## config.mk

```make
export PLATFORM = sky130hd
export DESIGN_NAME = change_dispenser
export DESIGN_NICKNAME = d
export VERILOG_FILES = /design/src/rtl/change_dispenser.sv
export SDC_FILE = /design/constraint.sdc
export NUM_CORES = 1
export LEC_CHECK = 0
export CORE_MARGIN = 2
export CORE_UTILIZATION = 55
export DETAILED_ROUTE_END_ITERATION = 10
export PLACE_DENSITY_LB_ADDON = 0.12
export SYNTH_ARGS = -nofsm -noshare
export SYNTH_HDL_FRONTEND = slang
export SYNTH_SLANG_ARGS = --single-unit
```

## constraint.sdc

```tcl
create_clock -name clk -period 6.09 [get_ports clk]
set_clock_uncertainty 0.1 [all_clocks]
set_input_delay 1.218 -clock clk [delete_from_list [all_inputs] [get_ports clk]]
set_output_delay 1.218 -clock clk [all_outputs]
set_load 0.01 [all_outputs]
```

## src/rtl/change_dispenser.sv

```systemverilog
// Change dispenser: breaks a change request into notes greedily (largest first), pays them out
// one per valid/ack handshake, tracks per-denomination inventory and reports shortfall or jam.
module change_dispenser #(
    parameter int CNT_W       = 8,
    parameter int ACK_TIMEOUT = 255
) (
    input  logic             clk,
    input  logic             reset_n,
    input  logic             req_valid,
    input  logic [15:0]      req_amount,
    output logic             req_ready,
    input  logic             load_en,
    input  logic [2:0]       load_sel,
    input  logic [CNT_W-1:0] load_count,
    output logic             disp_valid,
    output logic [3:0]       disp_denom,
    input  logic             disp_ack,
    output logic             done,
    output logic [15:0]      short_amount,
    output logic             jam,
    output logic             busy
);

    localparam int TMR_W = (ACK_TIMEOUT < 2) ? 1 : $clog2(ACK_TIMEOUT + 1);

    typedef enum logic [1:0] {
        ST_IDLE     = 2'd0,
        ST_SELECT   = 2'd1,
        ST_DISPENSE = 2'd2,
        ST_FINISH   = 2'd3
    } state_t;

    function automatic logic [15:0] denom_value(input logic [2:0] idx);
        logic [15:0] v;
        case (idx)
            3'd0:    v = 16'd1000;
            3'd1:    v = 16'd500;
            3'd2:    v = 16'd100;
            3'd3:    v = 16'd50;
            3'd4:    v = 16'd20;
            3'd5:    v = 16'd10;
            3'd6:    v = 16'd5;
            default: v = 16'd0;
        endcase
        return v;
    endfunction

    function automatic logic [3:0] denom_code(input logic [2:0] idx);
        logic [3:0] c;
        case (idx)
            3'd0:    c = 4'b1000;
            3'd1:    c = 4'b0100;
            3'd2:    c = 4'b0010;
            3'd3:    c = 4'b0001;
            3'd4:    c = 4'b1010;
            3'd5:    c = 4'b0110;
            3'd6:    c = 4'b0000;
            default: c = 4'b0000;
        endcase
        return c;
    endfunction

    state_t              state_r;
    state_t              state_nxt_s;
    logic [15:0]         rem_r;
    logic [2:0]          idx_r;
    logic [TMR_W-1:0]    timer_r;
    // Entry 7 is never loaded, so an index that runs off the table always reads as empty.
    logic [CNT_W-1:0]    count_r [8];

    logic                disp_valid_r;
    logic [3:0]          disp_denom_r;
    logic                done_r;
    logic [15:0]         short_amount_r;
    logic                jam_r;

    logic                disp_valid_nxt_s;
    logic [3:0]          disp_denom_nxt_s;
    logic                done_nxt_s;
    logic [15:0]         short_nxt_s;
    logic                jam_nxt_s;

    logic [15:0]         cur_value_s;
    logic [CNT_W-1:0]    cur_count_s;
    logic                sel_end_s;
    logic                sel_hit_s;
    logic                ack_s;
    logic                timeout_s;

    assign cur_value_s = denom_value(idx_r);
    assign cur_count_s = count_r[idx_r];
    assign sel_end_s   = (rem_r == 16'd0) || (idx_r == 3'd7);
    assign sel_hit_s   = (rem_r >= cur_value_s) && (cur_count_s != {CNT_W{1'b0}});
    assign ack_s       = disp_ack & disp_valid_r;
    assign timeout_s   = (timer_r == TMR_W'(ACK_TIMEOUT - 1));

    // State register.
    always_ff @(posedge clk or negedge reset_n) begin
        if (!reset_n) begin
            state_r <= ST_IDLE;
        end else begin
            state_r <= state_nxt_s;
        end
    end

    // Next-state decode; an ack wins over a simultaneous timeout.
    always_comb begin
        state_nxt_s = state_r;
        case (state_r)
            ST_IDLE: begin
                if (req_valid) begin
                    state_nxt_s = ST_SELECT;
                end else begin
                    state_nxt_s = ST_IDLE;
                end
            end
            ST_SELECT: begin
                if (sel_end_s) begin
                    state_nxt_s = ST_FINISH;
                end else if (sel_hit_s) begin
                    state_nxt_s = ST_DISPENSE;
                end else begin
                    state_nxt_s = ST_SELECT;
                end
            end
            ST_DISPENSE: begin
                if (ack_s) begin
                    state_nxt_s = ST_SELECT;
                end else if (timeout_s) begin
                    state_nxt_s = ST_FINISH;
                end else begin
                    state_nxt_s = ST_DISPENSE;
                end
            end
            ST_FINISH: begin
                state_nxt_s = ST_IDLE;
            end
            default: begin
                state_nxt_s = ST_IDLE;
            end
        endcase
    end

    // Next values of the registered outputs.
    always_comb begin
        disp_valid_nxt_s = disp_valid_r;
        disp_denom_nxt_s = disp_denom_r;
        done_nxt_s       = 1'b0;
        short_nxt_s      = short_amount_r;
        jam_nxt_s        = jam_r;
        case (state_r)
            ST_IDLE: begin
                if (req_valid) begin
                    short_nxt_s = 16'd0;
                    jam_nxt_s   = 1'b0;
                end else begin
                    short_nxt_s = short_amount_r;
                    jam_nxt_s   = jam_r;
                end
            end
            ST_SELECT: begin
                if (!sel_end_s && sel_hit_s) begin
                    disp_valid_nxt_s = 1'b1;
                    disp_denom_nxt_s = denom_code(idx_r);
                end else begin
                    disp_valid_nxt_s = disp_valid_r;
                    disp_denom_nxt_s = disp_denom_r;
                end
            end
            ST_DISPENSE: begin
                if (ack_s) begin
                    disp_valid_nxt_s = 1'b0;
                end else if (timeout_s) begin
                    disp_valid_nxt_s = 1'b0;
                    jam_nxt_s        = 1'b1;
                end else begin
                    disp_valid_nxt_s = disp_valid_r;
                end
            end
            ST_FINISH: begin
                done_nxt_s  = 1'b1;
                short_nxt_s = rem_r;
            end
            default: begin
                disp_valid_nxt_s = 1'b0;
            end
        endcase
    end

    // Output registers.
    always_ff @(posedge clk or negedge reset_n) begin
        if (!reset_n) begin
            disp_valid_r   <= 1'b0;
            disp_denom_r   <= 4'b0000;
            done_r         <= 1'b0;
            short_amount_r <= 16'd0;
            jam_r          <= 1'b0;
        end else begin
            disp_valid_r   <= disp_valid_nxt_s;
            disp_denom_r   <= disp_denom_nxt_s;
            done_r         <= done_nxt_s;
            short_amount_r <= short_nxt_s;
            jam_r          <= jam_nxt_s;
        end
    end

    // Remainder, denomination index, ack timer and note inventory.
    always_ff @(posedge clk or negedge reset_n) begin
        if (!reset_n) begin
            rem_r   <= 16'd0;
            idx_r   <= 3'd0;
            timer_r <= {TMR_W{1'b0}};
            for (int i = 0; i < 8; i++) begin
                count_r[i] <= {CNT_W{1'b0}};
            end
        end else begin
            case (state_r)
                ST_IDLE: begin
                    if (req_valid) begin
                        rem_r <= req_amount;
                        idx_r <= 3'd0;
                    end
                    if (load_en && (load_sel != 3'd7)) begin
                        count_r[load_sel] <= load_count;
                    end
                end
                ST_SELECT: begin
                    if (sel_end_s) begin
                        idx_r <= idx_r;
                    end else if (sel_hit_s) begin
                        timer_r <= {TMR_W{1'b0}};
                    end else begin
                        idx_r <= idx_r + 3'd1;
                    end
                end
                ST_DISPENSE: begin
                    if (ack_s) begin
                        rem_r <= rem_r - cur_value_s;
                        if (cur_count_s != {CNT_W{1'b0}}) begin
                            count_r[idx_r] <= cur_count_s - CNT_W'(1);
                        end
                    end else if (!timeout_s) begin
                        timer_r <= timer_r + TMR_W'(1);
                    end
                end
                ST_FINISH: begin
                    idx_r <= idx_r;
                end
                default: begin
                    idx_r <= 3'd0;
                end
            endcase
        end
    end

    assign req_ready    = (state_r == ST_IDLE);
    assign busy         = (state_r != ST_IDLE);
    assign disp_valid   = disp_valid_r;
    assign disp_denom   = disp_denom_r;
    assign done         = done_r;
    assign short_amount = short_amount_r;
    assign jam          = jam_r;

endmodule
```

# Word-level counts from Yosys, hierarchy flattened
# Cells that the tools add are included.
[totals]
romBits = 0
ramBits = 0
latchBits = 0
output_inout_bits = 25
in_bits = 32
n_memories = 0
word_cells = 121
reg_bits = 116
[classes]
add_sub_neg = 4
shifts = 0
n_reduce_logical = 24
multipliers = 0
n_lt_le_gt_ge = 5
n_mux = 44
n_eq_ne = 24
n_bitwise = 3
n_div = 0
[op_table]
columns = ["cell", "n"]
rows = [
  ["64-bit 2-to-1 mux", 3],
  ["64-bit bitwise mux", 2],
  ["64-bit one-hot mux with 2 select lines", 1],
  ["10-bit one-hot mux with 7 select lines", 1],
  ["8-bit 2-to-1 mux", 8],
  ["16-bit one-hot mux with 2 select lines", 2],
  ["8-bit demux with 3-bit select", 2],
  ["16-bit 2-to-1 mux", 3],
  ["8-bit binary-select mux with 3-bit select", 1],
  ["4-bit one-hot mux with 6 select lines", 1],
  ["2-bit inequality test (second input constant)", 10],
  ["16-bit >= comparator", 1],
  ["16-bit logical NOT", 1],
  ["8-bit one-hot mux with 2 select lines", 1],
  ["16-bit subtractor", 1],
  ["3-bit == test (second input constant)", 4],
  ["4-bit AND reduction", 3],
  ["2-bit nonzero test", 5],
  ["1-bit 2-to-1 mux", 9],
  ["3-bit 2-to-1 mux", 3],
  ["8-bit by 1-bit adder with 8-bit output (second input constant)", 1],
  ["8-bit == test (second input constant)", 1],
  ["4-bit >= comparator (second input constant)", 2],
  ["4-bit by 1-bit less-than comparator with 1-bit output (second input constant)", 2],
  ["other kinds (23)", 36],
]

# Logic depth before layout (Yosys ltp)
[logic_depth]
ltp_word = 9
depth_mapped = 17
ltp_nobuf = 13

# Worst setup path before layout
# OpenSTA, ideal clock, no wires.
[synth_timing]
path_type = "flip-flop to flip-flop"
startpoint = "register idx_r[2]"
endpoint = "register timer_r[2]"
path_stages_with_launch = 18
path_slack_ns = 1.959
synth_period_minus_slack_ns = 4.131
n_path_buf = 7
arrival_ns = 3.907
setup_time_ns = 0.124
required_ns = 5.866
path_cell_list = "dfrtp_1 -> buf_6 -> buf_8 -> buf_2 -> buf_2 -> buf_2 -> clkbuf_1 -> mux2i_1 -> inv_1 -> fa_1 -> nor2b_1 -> o31ai_1 -> a211oi_1 -> o32ai_1 -> a31o_2 -> or2_2 -> buf_2 -> a211o_1"
[synth_between]
elab_chain_cells = 8
word_cells_on_any_way = 20
cone_classes = "1 x order compare; 9 x eq/ne; 4 x mux; 1 x bitwise; 5 x reduce/logical"
[synth_lines]
columns = ["element", "line", "source"]
rows = [
  ["from (decl)", "66", "logic [2:0] idx_r;"],
  ["from (signal assigned)", "229", "idx_r <= idx_r;"],
  ["from (signal assigned)", "233", "idx_r <= idx_r + 3'd1;"],
  ["from (signal assigned)", "247", "idx_r <= idx_r;"],
  ["branches (longest 7 deep; another with 16-bit >= comparator)", "--", ""],
  ["5-bit AND reduction (no line) *", "--", ""],
  ["to (signal assigned)", "212", "timer_r <= {TMR_W{1'b0}};"],
  ["to (signal assigned)", "231", "timer_r <= {TMR_W{1'b0}};"],
  ["to (signal assigned)", "243", "timer_r <= timer_r + TMR_W'(1);"],
  ["to (decl)", "67", "logic [TMR_W-1:0] timer_r;"],
]
# Mark *: on every way between the ends. The select of a mux whose other input is x is not followed.
# A chain may end at the register's enable or synchronous reset.

# Worst setup path in the final report
[layout_timing]
startpoint = "register idx_r[2]"
endpoint = "register count_r[7] (netlist bit)"
[layout_between]
elab_chain_cells = 9
word_cells_on_any_way = 17
cone_classes = "1 x add/sub; 2 x order compare; 1 x eq/ne; 9 x mux; 1 x bitwise; 3 x reduce/logical"
[layout_lines]
columns = ["element", "line", "source"]
rows = [
  ["3-bit inverter with 4-bit output (implied by the code) *", "91, 240", ""],
  ["8-bit binary-select mux with 3-bit select (tied with other cells)", "91", "assign cur_count_s = count_r[idx_r];"],
  ["8-bit 2-to-1 mux (implied by the code) or 1-bit logical AND (tied branches)", "91, 240", ""],
  ["8-bit 2-to-1 mux, on equally long branches", "91, 240", ""],
  ["8-bit by 1-bit subtractor with 8-bit output or 8-bit demux with 3-bit select (tied branches)", "240", "count_r[idx_r] <= cur_count_s - CNT_W'(1);"],
  ["64-bit bitwise mux", "240", ""],
  ["64-bit 2-to-1 mux", "239", "if (cur_count_s != {CNT_W{1'b0}}) begin"],
  ["64-bit 2-to-1 mux", "237", "if (ack_s) begin"],
  ["64-bit one-hot mux with 2 select lines", "217", "case (state_r)"],
  ["to (signal, indexed assignment)", "214", "count_r[i] <= {CNT_W{1'b0}};"],
  ["to (signal, indexed assignment)", "224", "count_r[load_sel] <= load_count;"],
  ["to (signal, indexed assignment)", "240", ""],
  ["to (decl)", "69", "logic [CNT_W-1:0] count_r [8];"],
]
# Mark *: on every way between the ends. The rest lies on a longest branch, timed or not. The select of a mux whose other input is x is not followed.

==> metrics.md <==
| Metric | Value |
|---|---|
| H-Tree Depth | `4` |
| Ant diodes | `0` |
| Seq/Total Area, Yosys | `a little under two fifths` |
| Post-synth top cells | `dfrtp_1, nand2_1, a21oi_1, o21ai_0, nor2_1` |
| Fraction of registers with async set/reset | `100%` |
| Synthesis-to-finish area growth | `15.9%` |
| Clk_lat worst skew | `430 ps` |
| Hold Path Stages | `1` |
| Clock slew at reported path FFs | `50 ps` |
| Gr usage total | `between 30% and 40%` |
| First-pass GRT wire length | `between 30000 and 40000 µm` |
| Startpoint Class | `register` |
| Hold Path End | `count_r[50]` |
| # Post-CTS Setup Buffers | `0` |
| Nets | `between 900 and 1000` |
| Post-CTS Resized | `0` |
| Critical path cell sequence | `mux2i_1 > a21oi_1 > o21ai_0 > nor2_1 > inv_1 > ha_1 > and4b_1 > a211o_1 > or4_1 > mux2_4` |
| WP data arrival | `approximately 5000 ps` |
| Post-route DRC violation count | `0` |
| Detailed Route WL | `approximately 23000 µm` |
| Detail Route Antenna Nets | `0` |
| Fill count | `between 1000 and 1500` |
| R2R Setup Slk | `between 1000 and 1500 ps` |
| Final Critical Period | `4760 ps` |
| Layout cells sized above 1 | `10.9%` |
| Worst-margin pin slew | `1390 ps` |
| Worst reg2reg endpoint | `count_r[7]` |
| Hold slack final | `402 ps` |
| Worst Hold Class | `register to register` |
| Cts hold-fix bufs | `0` |
| Share of the synthesized area in the top cell type | `between 30% and 40%` |
| FF-to-FF path depth | `10` |
| Tcrit/Tclk final | `78.1%` |
| Vias/cell | `a little under 7` |
| Worst Path Required | `approximately 6300 ps` |
| RSZ-0062 raised after global routing | `no` |
| Hold Startpoint | `count_r[50]` |
| Initial antenna violation count | `0` |
| Dominant cell type by area after synthesis | `dfrtp_1` |
| Max-slew violation count | `0` |
| Worst path bufs/invs | `1` |
| Pwr Density | `between 500 and 600 nW/µm²` |
| FMAX | `approximately 210 MHz` |
| Delay-heaviest family, CP | `simple AND/OR/NAND/NOR gates` |
| Drt initial violations | `around 1200` |
| Vias | `just over 7000` |
| IO Pins | `57` |
| Rows | `42` |
| I/O Buffers | `56` |
| Starting Density | `between 50% and 60%` |
| GR Overflow Total | `0` |
| CP max stage delay | `870 ps` |
| Setup_tns | `0 ps` |
| Max_cap viols | `0` |
| Cells after Synth | `~830` |
| CP max-delay cell | `dfrtp_2` |
| Crit. End Element | `register` |
| EDFF count, synth | `0` |
| Syn nets | `between 800 and 900` |
| Worst VDD drop | `approximately 0.32 mV` |
| Outcome | `complete, no violations` |
| Core area | `around 13000 µm²` |
| WS Path Type | `register to register` |
| Ys Warns | `0` |
| Die area | `between 10000 and 15000 µm²` |
| Post-Synthesis Cell Area | `around 7600 µm²` |
| Critical path fanouts, max | `38` |
| Synth cell types | `70` |
| Tot Pwr | `approximately 5.1 mW` |
| Top cells by area, synth | `dfrtp_1, mux2i_1, nand2_1` |
| WL per Instance | `roughly 22 µm` |
| Syn avg cell area | `between 9 and 10 µm²` |
| Count leader, synth | `dfrtp_1` |
| # setup viols final | `0` |
| Dpl hpwl | `around 16000 µm` |
| TritonRoute pass-1 iters | `6` |
| CTS Buffer Depth | `2` |
| # clock sinks | `about 120` |
| Pleak | `roughly 3.8 nW` |
| Vias in the first global route | `~6600` |
| DIE WIDTH | `122 µm` |
| Predominant post-synthesis flop cell | `dfrtp_1` |
| Largest net degree at the start of global routing | `73` |
| Final-report hold violation count | `0` |
| CTS tree | `yes` |
| Chip Height | `about 120 µm` |
| Cts bufs inserted | `17` |
| RR Startpoint | `idx_r[2]` |
| Synth Register Bits | `roughly 120` |
| Max_slew headroom | `6.31%` |
| Clock Tree Root | `clkbuf_16` |
| RePlAce Congestion | `around 1` |
==> through the flow <==
stage / util, % / cells / worst slack [ps] / area [µm²]
final: 65.8 / 1051 / 1330 / 8820
after global routing: 65.8 / 1051 / 1110 / 8820
after CTS: 65.8 / 1051 / 1430 / 8820
after detailed placement: 61.4 / 1021 / 1460 / 8220
after global placement: 61.4 / 1021 / 1590 / 8220
after floorplan: - / 831 / 1960 / 7610
==> cell usage in the layout (no fill, tap or decap), types with 4 or more instances in the layout <==
| cell type | instances |
|---|---|
| a21o_1 | 6 |
| nor4_1 | 7 |
| nor3_1 | 14 |
| or3_1 | 6 |
| a22oi_1 | 17 |
| o22ai_1 | 25 |
| dfrtp_1 | 115 |
| a21boi_0 | 4 |
| and2_1 | 8 |
| mux2i_1 | 43 |
| nand4_1 | 5 |
| inv_1 | 21 |
| nor2_1 | 48 |
| nand3_1 | 24 |
| o31ai_1 | 7 |
| nand2b_1 | 6 |
| xor2_1 | 4 |
| a22o_1 | 12 |
| clkdlybuf4s50_1 | 55 |
| a221o_1 | 17 |
| xnor2_1 | 8 |
| o211ai_1 | 7 |
| clkbuf_16 | 17 |
| mux2_4 | 7 |
| a211o_1 | 7 |
| o21ai_0 | 53 |
| nor3b_1 | 5 |
| a21oi_1 | 53 |
| ha_1 | 24 |
| a31oi_1 | 6 |
| or2_2 | 4 |
| and3_1 | 5 |
| buf_4 | 8 |
| mux4_2 | 5 |
| nand2_1 | 107 |
| mux2_2 | 32 |
| a211oi_1 | 9 |
| nor2b_1 | 11 |
==> flip-flops by register name, summed over array words and instances (netlist names), 2 cells and up <==
signal        cells
short_amount     16
timer_r           8
idx_r             3
rem_r            16
disp_denom        4
state_r           2
count_r          64
==> layout make-up <==
cell class	count	area, µm²	share of cell area [%]
clock buffer	21	470	5.33
clock inverter	9	129	1.46
inverter	23	86.3	0.979
multi-input combinational	643	4400	49.9
sequential	116	2900	32.9
tap	176	220	2.50
timing repair buffer	63	611	6.92
==> worst register-to-register path: stages (launching register included) <==
cell and delay (ps):
dfrtp_2 870, mux2i_1 200, a21oi_1 170, o21ai_0 170, nor2_1 560, inv_1 100
ha_1 260, and4b_1 360, a211o_1 680, or4_1 790, mux2_4 390
==> report_power, final <==
part	internal, mW	leakage (nW)	switching [mW]
Clock	0.668	0.291	0.356
Combinational	1.02	1.96	1.73
Sequential	1.05	1.50	0.281
Total	2.74	3.76	2.37
==> kinds of logic (layout without fill, tap and decap cells) <==
kind of cell | Yosys count | count (layout) | synth area share (%)
AO/OA/AOI/OAI | 256 | 256 | 22.7
XOR/XNOR | 12 | 12 | 1.38
adder cells (fa/ha/maj) | 25 | 25 | 4.21
buffers and inverters | 72 | 116 | 4.04
flip-flops | 116 | 116 | 38.1
multiplexers | 87 | 87 | 13.2
AND/OR/NAND/NOR | 263 | 263 | 16.3
==> how the worst max path moves through the flow <==
stage                        start  cells past startpoint  slack (ps)          to
after floorplan           idx_r[2]                     17        1960  timer_r[2]
after global placement    idx_r[2]                     10        1590  count_r[4]
after detailed placement  idx_r[2]                     10        1460  count_r[4]
after CTS                 idx_r[2]                     10        1430  count_r[7]
after global routing      idx_r[2]                     10        1110  count_r[7]
final                     idx_r[2]                     10        1330  count_r[7]
==> per-layer routing <==
metal | track usage (%) | vias to the layer above | wire [µm] | share of wire, %
met2 | 43.9 | 374 | 9730 | 43
met5 | 0 | - | 0 | 0
met1 | 49.0 | 3496 | 10300 | 45
li1 | - | 3163 | - | -
met4 | 8.69 | 0 | 326 | 1.4
met3 | 8.66 | 37 | 2450 | 11
Note: power is estimated with default switching activity, not from simulation.
